### src/rtl/dshot_pkg.sv
// DShot receiver shared definitions: FSM states, timing
// constant helpers and the throttle/command boundary.
package dshot_pkg;

    typedef enum logic [1:0] {
        ST_IDLE,
        ST_HIGH,
        ST_LOW,
        ST_CHECK
    } state_t;

    // Frame values below this are commands, not throttle.
    localparam logic [10:0] CMD_LIMIT = 11'd48;

    // Bit period in clocks and the windows derived from it.
    function automatic int calc_t(input int clk_hz, input int bit_rate);
        return clk_hz / bit_rate;
    endfunction

    function automatic int calc_thr(input int t);
        return t / 2;
    endfunction

    function automatic int calc_hmin(input int t);
        return t / 8;
    endfunction

    function automatic int calc_hmax(input int t);
        return (7 * t) / 8;
    endfunction

    function automatic int calc_pmin(input int t);
        return (3 * t) / 4;
    endfunction

    function automatic int calc_pmax(input int t);
        return (5 * t) / 4;
    endfunction

    function automatic int calc_gap(input int t);
        return 2 * t;
    endfunction

    function automatic logic [7:0] sat_inc(input logic [7:0] v);
        return (v == 8'hFF) ? v : v + 8'd1;
    endfunction

endpackage

### src/rtl/dshot_crc.sv
// DShot checksum: XOR of the three payload nibbles,
// complemented on bidirectional links.
module dshot_crc #(
    parameter int INVERTED = 0
) (
    input  logic [15:0] frame,
    output logic        match
);

    logic [3:0] crc;

    // Nibble XOR over frame[15:4], compared with frame[3:0].
    always_comb begin
        crc = frame[15:12] ^ frame[11:8] ^ frame[7:4];
        if (INVERTED != 0) begin
            crc = ~crc;
        end
        match = (crc == frame[3:0]);
    end

endmodule

### src/rtl/dshot_rx.sv
// DShot frame receiver: measures pulse widths on the
// synchronized line, assembles 16 bits and checks the CRC.
module dshot_rx
    import dshot_pkg::*;
#(
    parameter int CLK_HZ   = 16000000,
    parameter int BIT_RATE = 150000,
    parameter int INVERTED = 0
) (
    input  logic        clk,
    input  logic        reset,
    input  logic        in_pin,
    output logic        frame_valid,
    output logic [15:0] raw_frame,
    output logic [10:0] throttle,
    output logic [5:0]  command,
    output logic        is_command,
    output logic        telemetry_req,
    output logic        crc_error,
    output logic        frame_error,
    output logic [7:0]  crc_err_count,
    output logic [7:0]  frame_err_count,
    output logic        busy
);

    localparam int T    = calc_t(CLK_HZ, BIT_RATE);
    localparam int THR  = calc_thr(T);
    localparam int HMIN = calc_hmin(T);
    localparam int HMAX = calc_hmax(T);
    localparam int PMIN = calc_pmin(T);
    localparam int PMAX = calc_pmax(T);
    localparam int GAP  = calc_gap(T);
    localparam int CW   = $clog2(GAP + 1);

    localparam logic [CW-1:0] C_ONE  = CW'(1);
    localparam logic [CW-1:0] C_THR  = CW'(THR);
    localparam logic [CW-1:0] C_HMIN = CW'(HMIN);
    localparam logic [CW-1:0] C_HMAX = CW'(HMAX);
    localparam logic [CW-1:0] C_PMIN = CW'(PMIN);
    localparam logic [CW-1:0] C_PMAX = CW'(PMAX);
    localparam logic [CW-1:0] C_GAP1 = CW'(GAP - 1);
    localparam logic          INV    = (INVERTED != 0);

    logic          sync1;
    logic          sync2;
    logic          line_q;
    logic          line;
    logic          rise;
    logic          fall;
    logic          low_long;
    logic          crc_ok;
    logic          armed;
    state_t        state;
    logic [CW-1:0] high_cnt;
    logic [CW-1:0] per_cnt;
    logic [CW-1:0] low_cnt;
    logic [4:0]    bit_cnt;
    logic [15:0]   shreg;

    assign line     = sync2 ^ INV;
    assign rise     = line & ~line_q;
    assign fall     = ~line & line_q;
    assign low_long = ~line & (low_cnt >= C_GAP1);
    assign busy     = (state != ST_IDLE);

    dshot_crc #(
        .INVERTED(INVERTED)
    ) u_crc (
        .frame(shreg),
        .match(crc_ok)
    );

    // Two-flop synchronizer plus delayed copy for edge detection.
    always_ff @(posedge clk) begin
        if (reset) begin
            sync1  <= INV;
            sync2  <= INV;
            line_q <= 1'b0;
        end else begin
            sync1  <= in_pin;
            sync2  <= sync1;
            line_q <= line;
        end
    end

    // Consecutive low-line cycles, used for gap and resync.
    always_ff @(posedge clk) begin
        if (reset) begin
            low_cnt <= '0;
        end else if (line) begin
            low_cnt <= '0;
        end else if (low_cnt != '1) begin
            low_cnt <= low_cnt + C_ONE;
        end
    end

    // Frame FSM with registered outputs, strobes and counters.
    always_ff @(posedge clk) begin
        if (reset) begin
            state           <= ST_IDLE;
            armed           <= 1'b1;
            high_cnt        <= '0;
            per_cnt         <= '0;
            bit_cnt         <= '0;
            shreg           <= '0;
            frame_valid     <= 1'b0;
            crc_error       <= 1'b0;
            frame_error     <= 1'b0;
            raw_frame       <= '0;
            throttle        <= '0;
            command         <= '0;
            is_command      <= 1'b0;
            telemetry_req   <= 1'b0;
            crc_err_count   <= '0;
            frame_err_count <= '0;
        end else begin
            frame_valid <= 1'b0;
            crc_error   <= 1'b0;
            frame_error <= 1'b0;
            if (high_cnt != '1) high_cnt <= high_cnt + C_ONE;
            if (per_cnt != '1) per_cnt <= per_cnt + C_ONE;
            unique case (state)
                ST_IDLE: begin
                    if (low_long) armed <= 1'b1;
                    if (rise && armed) begin
                        bit_cnt  <= '0;
                        shreg    <= '0;
                        high_cnt <= C_ONE;
                        per_cnt  <= C_ONE;
                        state    <= ST_HIGH;
                    end
                end
                ST_HIGH: begin
                    if (fall) begin
                        if (high_cnt < C_HMIN || high_cnt > C_HMAX) begin
                            frame_error     <= 1'b1;
                            frame_err_count <= sat_inc(frame_err_count);
                            armed           <= 1'b0;
                            state           <= ST_IDLE;
                        end else begin
                            shreg   <= {shreg[14:0], high_cnt > C_THR};
                            bit_cnt <= bit_cnt + 5'd1;
                            state   <= (bit_cnt == 5'd15) ? ST_CHECK : ST_LOW;
                        end
                    end else if (high_cnt >= C_HMAX) begin
                        frame_error     <= 1'b1;
                        frame_err_count <= sat_inc(frame_err_count);
                        armed           <= 1'b0;
                        state           <= ST_IDLE;
                    end
                end
                ST_LOW: begin
                    if (rise) begin
                        if (per_cnt < C_PMIN || per_cnt > C_PMAX) begin
                            frame_error     <= 1'b1;
                            frame_err_count <= sat_inc(frame_err_count);
                            armed           <= 1'b0;
                            state           <= ST_IDLE;
                        end else begin
                            high_cnt <= C_ONE;
                            per_cnt  <= C_ONE;
                            state    <= ST_HIGH;
                        end
                    end else if (low_long) begin
                        frame_error     <= 1'b1;
                        frame_err_count <= sat_inc(frame_err_count);
                        armed           <= 1'b0;
                        state           <= ST_IDLE;
                    end
                end
                ST_CHECK: begin
                    if (crc_ok) begin
                        frame_valid   <= 1'b1;
                        raw_frame     <= shreg;
                        telemetry_req <= shreg[4];
                        if (shreg[15:5] < CMD_LIMIT) begin
                            is_command <= 1'b1;
                            command    <= shreg[10:5];
                            throttle   <= '0;
                        end else begin
                            is_command <= 1'b0;
                            command    <= '0;
                            throttle   <= shreg[15:5] - CMD_LIMIT;
                        end
                    end else begin
                        crc_error     <= 1'b1;
                        crc_err_count <= sat_inc(crc_err_count);
                    end
                    state <= ST_IDLE;
                end
                default: state <= ST_IDLE;
            endcase
        end
    end

endmodule

### config.mk
export PLATFORM = sky130hd
export DESIGN_NAME = dshot_rx
export DESIGN_NICKNAME = d
export VERILOG_FILES = /design/src/rtl/dshot_pkg.sv /design/src/rtl/dshot_crc.sv /design/src/rtl/dshot_rx.sv
export SDC_FILE = /design/constraint.sdc
export NUM_CORES = 1
export LEC_CHECK = 0
export ABC_CLOCK_PERIOD_IN_PS = 2600
export CORE_ASPECT_RATIO = 0.7
export CORE_UTILIZATION = 56
export DETAILED_ROUTE_END_ITERATION = 16
export HOLD_SLACK_MARGIN = 0.1
export PLACE_DENSITY = 0.8
export SYNTH_ARGS = -nofsm -noshare
export SYNTH_HDL_FRONTEND = slang
export SYNTH_HIERARCHICAL = 1
export SYNTH_SLANG_ARGS = --single-unit
### constraint.sdc
create_clock -name clk -period 2.6 [get_ports clk]
set_input_delay 0.78 -clock clk [delete_from_list [all_inputs] [get_ports clk]]
set_output_delay 0.78 -clock clk [all_outputs]
set_load 0.005 [all_outputs]
==> impl_metrics.tcl <==
set metrics [dict create \
    timing.rr.start "high_cnt[0]$_SDFF_PP0_" \
    ys_ff_latch 104 \
    synthSimpleGateAreaFrac_pct 26.3 \
    met2_usage_pct 42.1 \
    synthesis.nets 605 \
    grt_pass1_wl_mm 19.5 \
    ys.flop_type "dfxtp_1" \
    clockBufferDepth 2 \
    cp.required_ns 1.82 \
    drt_wl_total_mm 12.1 \
    status "complete, no violations" \
    grtUsageTotal_pct 27.0 \
    power_density_nw_per_um2 575 \
    synth_area_um2 4900 \
    dr.first_iter.drc_count 466 \
    relSlewSlack_pct 50.1 \
    synth_top_family_by_area "simple AND/OR/NAND/NOR gates" \
    drv_slew 0 \
    synth-edff-count 0 \
    postSynthCellCount 587 \
    cts.clk_slew.worst_paths_ns 0.07 \
    cp_cell_sequence "inv_1 -> ha_2 -> inv_2 -> clkdlybuf4s50_1" \
    synth_xor_area_share_pct 5.54 \
    via_per_inst 5.94 \
    finalCritPeriodShare_pct 95.6 \
    coreArea_um2 8480 \
    area_growth_pct 20.7 \
    avgSynthCellArea_um2 8.35 \
    gp_congestion 0.912 \
    rsz0062_at_grt "no" \
    hold_viol 0 \
    detail_route.wl_per_cell_um 15.8 \
    route.detailed.drc 0 \
    clock_skew_ns 0.00577 \
    reg2reg_slack_ns 0.30 \
    nFillCells 666 \
    critPathLaunchType "flop" \
    period_needed_ns 2.49 \
    ys_types 54 \
    holdCritPathClass "reg -> reg" \
    grt_pass1_vias 4031 \
    critPathMaxFanout 6 \
    insertion_delay_ns 0.35 \
    layout_commonest_cell "dfxtp_1" \
    clock-sinks 104 \
    timing.fmax_ghz 0.402 \
    whs_ns 0.451 \
    synth-adder-area-share_pct 3.83 \
    numCtsBuffers 9 \
    grt_max_degree 63 \
    io_pins 58 \
    drive_above_1_share_pct 7.17 \
    crit_family "buffers and inverters" \
    path_depth 4 \
    dp_hpwl_mm 8.32 \
    timing.rr.end "shreg[12]$_SDFFE_PP0P_" \
    worst-path-buf-inv 3 \
    synth_compound_area_share_pct 15.2 \
    worst_ep_arrival_time_ns 1.71 \
    synth_warnings 6 \
    max-cap-violations 0 \
    cp_slowest_cell "clkdlybuf4s50_1" \
    setup_tns_ns 0 \
    die_h_um 80.3 \
    hold_start "throttle[6]$_SDFFE_PP0P_" \
    num_rows 28 \
    ant_nets 0 \
    async_reset_ff_share_pct 0 \
    seq_area_frac_synth_pct 42.5 \
    worst-setup-path-type "reg -> out" \
    globalRouteMet3Util_pct 5.66 \
    antenna_cells 0 \
    final_cell_mix "dfxtp_1 (104), nand2_1 (70), a21oi_1 (66), clkdlybuf4s50_1 (56), nor2_1 (43)" \
    slowest_delay_ns 0.52 \
    peakVddDrop_mv 0.345 \
    min_path_cells 2 \
    grt_overflow_total 0 \
    grt.met1_usage_pct 37.1 \
    grt-busiest-layer "met2" \
    crit_path_end_kind "output pin" \
    setup_viol 0 \
    antenna_found_initial 0 \
    ff2ff_path_depth 8 \
    vias 4526 \
    start_util_pct 57.8 \
    portBuffers 57 \
    cts_tree "done" \
    cts_hold_buf 0 \
    die-width_um 114 \
    fin_nets 655 \
    power.total_mw 3.40 \
    root_buffer "clkbuf_16" \
    holdPathEnd "throttle[6]$_SDFFE_PP0P_" \
    htreeDepth 3 \
    dieArea_um2 9130 \
    synthMuxAreaShare_pct 2.60 \
    tightest_slew_ns 0.747 \
    drt_pass1_iterations 6 \
    p_leak_nw 2.09 \
]
## area by class of cell
class / count / area, um^2 / area share [%]
Clock inverter: 5 / 53.8 / 0.910
Tap cell: 120 / 150 / 2.54
Inverter: 12 / 45.0 / 0.762
Clock buffer: 11 / 253 / 4.27
Sequential cell: 104 / 2080 / 35.2
Timing Repair Buffer: 74 / 706 / 11.9
Multi-Input combinational cell: 436 / 2630 / 44.4
## per-layer routing
metal	part of all wire, %	vias to the layer above
li1	-	2188
met1	47	2142
met2	45	175
met3	6.6	21
met4	1.4	0
met5	0	-
## worst max-delay path by stage
stage	slack, ns	from	to
floorplan	0.61	high_cnt[0]$_SDFF_PP0_	shreg[12]$_SDFFE_PP0P_
global placement	0.43	state[0]$_SDFFE_PP0P_	busy
detailed placement	0.36	high_cnt[0]$_SDFF_PP0_	shreg[12]$_SDFFE_PP0P_
CTS	0.04	state[0]$_SDFFE_PP0P_	busy
global route	0.05	state[0]$_SDFFE_PP0P_	busy
finish	0.11	state[0]$_SDFFE_PP0P_	busy
## state kept, by name, indices dropped and copies added, names as in the netlist, 5 cells and up
name and count:
bit_cnt 5, command 6, crc_err_count 8, frame_err_count 8, high_cnt 8, low_cnt 8, per_cnt 8, raw_frame 16
shreg 16, throttle 11
## worst min-delay path, cell delays in order, from the launching register on
cell	delay (ns)
dfxtp_1	0.31
nand2_1	0.05
a21oi_1	0.05
## power by group
| group | total [mW] | internal [mW] | switching [mW] |
|---|---|---|---|
| Sequential | 1.65 | 1.62 | 0.0337 |
| Clock | 1.39 | 0.798 | 0.592 |
| Combinational | 0.364 | 0.115 | 0.248 |
## synth_stat cells (2+ instances only)
master,n,area [um^2]
nand4_1,35,219
nor3_1,11,55.1
inv_1,12,45.0
o22ai_1,2,12.5
nor3b_1,3,22.5
nor4_1,4,25.0
buf_6,2,22.5
xnor2_1,13,114
nand3b_1,5,37.5
or4_1,4,30.0
nand3_1,30,150
or2_2,2,12.5
nor2_1,43,161
nand2b_1,8,50.1
ha_1,15,188
a21oi_1,66,330
a31oi_1,5,31.3
a21o_1,3,22.5
or3_1,2,12.5
nor2b_1,11,68.8
mux2i_1,6,60.1
nand2_1,70,263
clkbuf_1,26,97.6
o31ai_1,5,37.5
dfxtp_1,104,2080
and2_1,5,31.3
o21ai_0,26,130
a211oi_1,4,30.0
and4_1,3,26.3
buf_1,6,22.5
mux2_1,4,45.0
xor2_1,18,158
and3_1,11,68.8
nand4b_1,3,26.3
## kinds of logic (layout without fill, tap and decap cells)
logic type      after synthesis  after routing
compound gates              126            126
xor+xnor                     31             31
fa+ha+maj                    15             15
buf+inv                      47            102
flops                       104            104
mux                          11             11
simple gates                253            253
## repair_timing
action,CTS,global route
cloned,0,0
buffers inserted,0,0
endpoints found under the setup margin,1,1
resized for setup,1,1
## per-stage QoR
step | area (um^2) | std cells | setup slack, ns | util (%)
floorplan | 4900 | 587 | 0.611 | -
global placement | 5610 | 746 | 0.427 | 66.1
detailed placement | 5610 | 746 | 0.356 | 66.1
CTS | 5910 | 762 | 0.0410 | 69.7
global route | 5910 | 762 | 0.0460 | 69.8
finish | 5910 | 762 | 0.115 | 69.8
(Power assumes the default switching activity.)
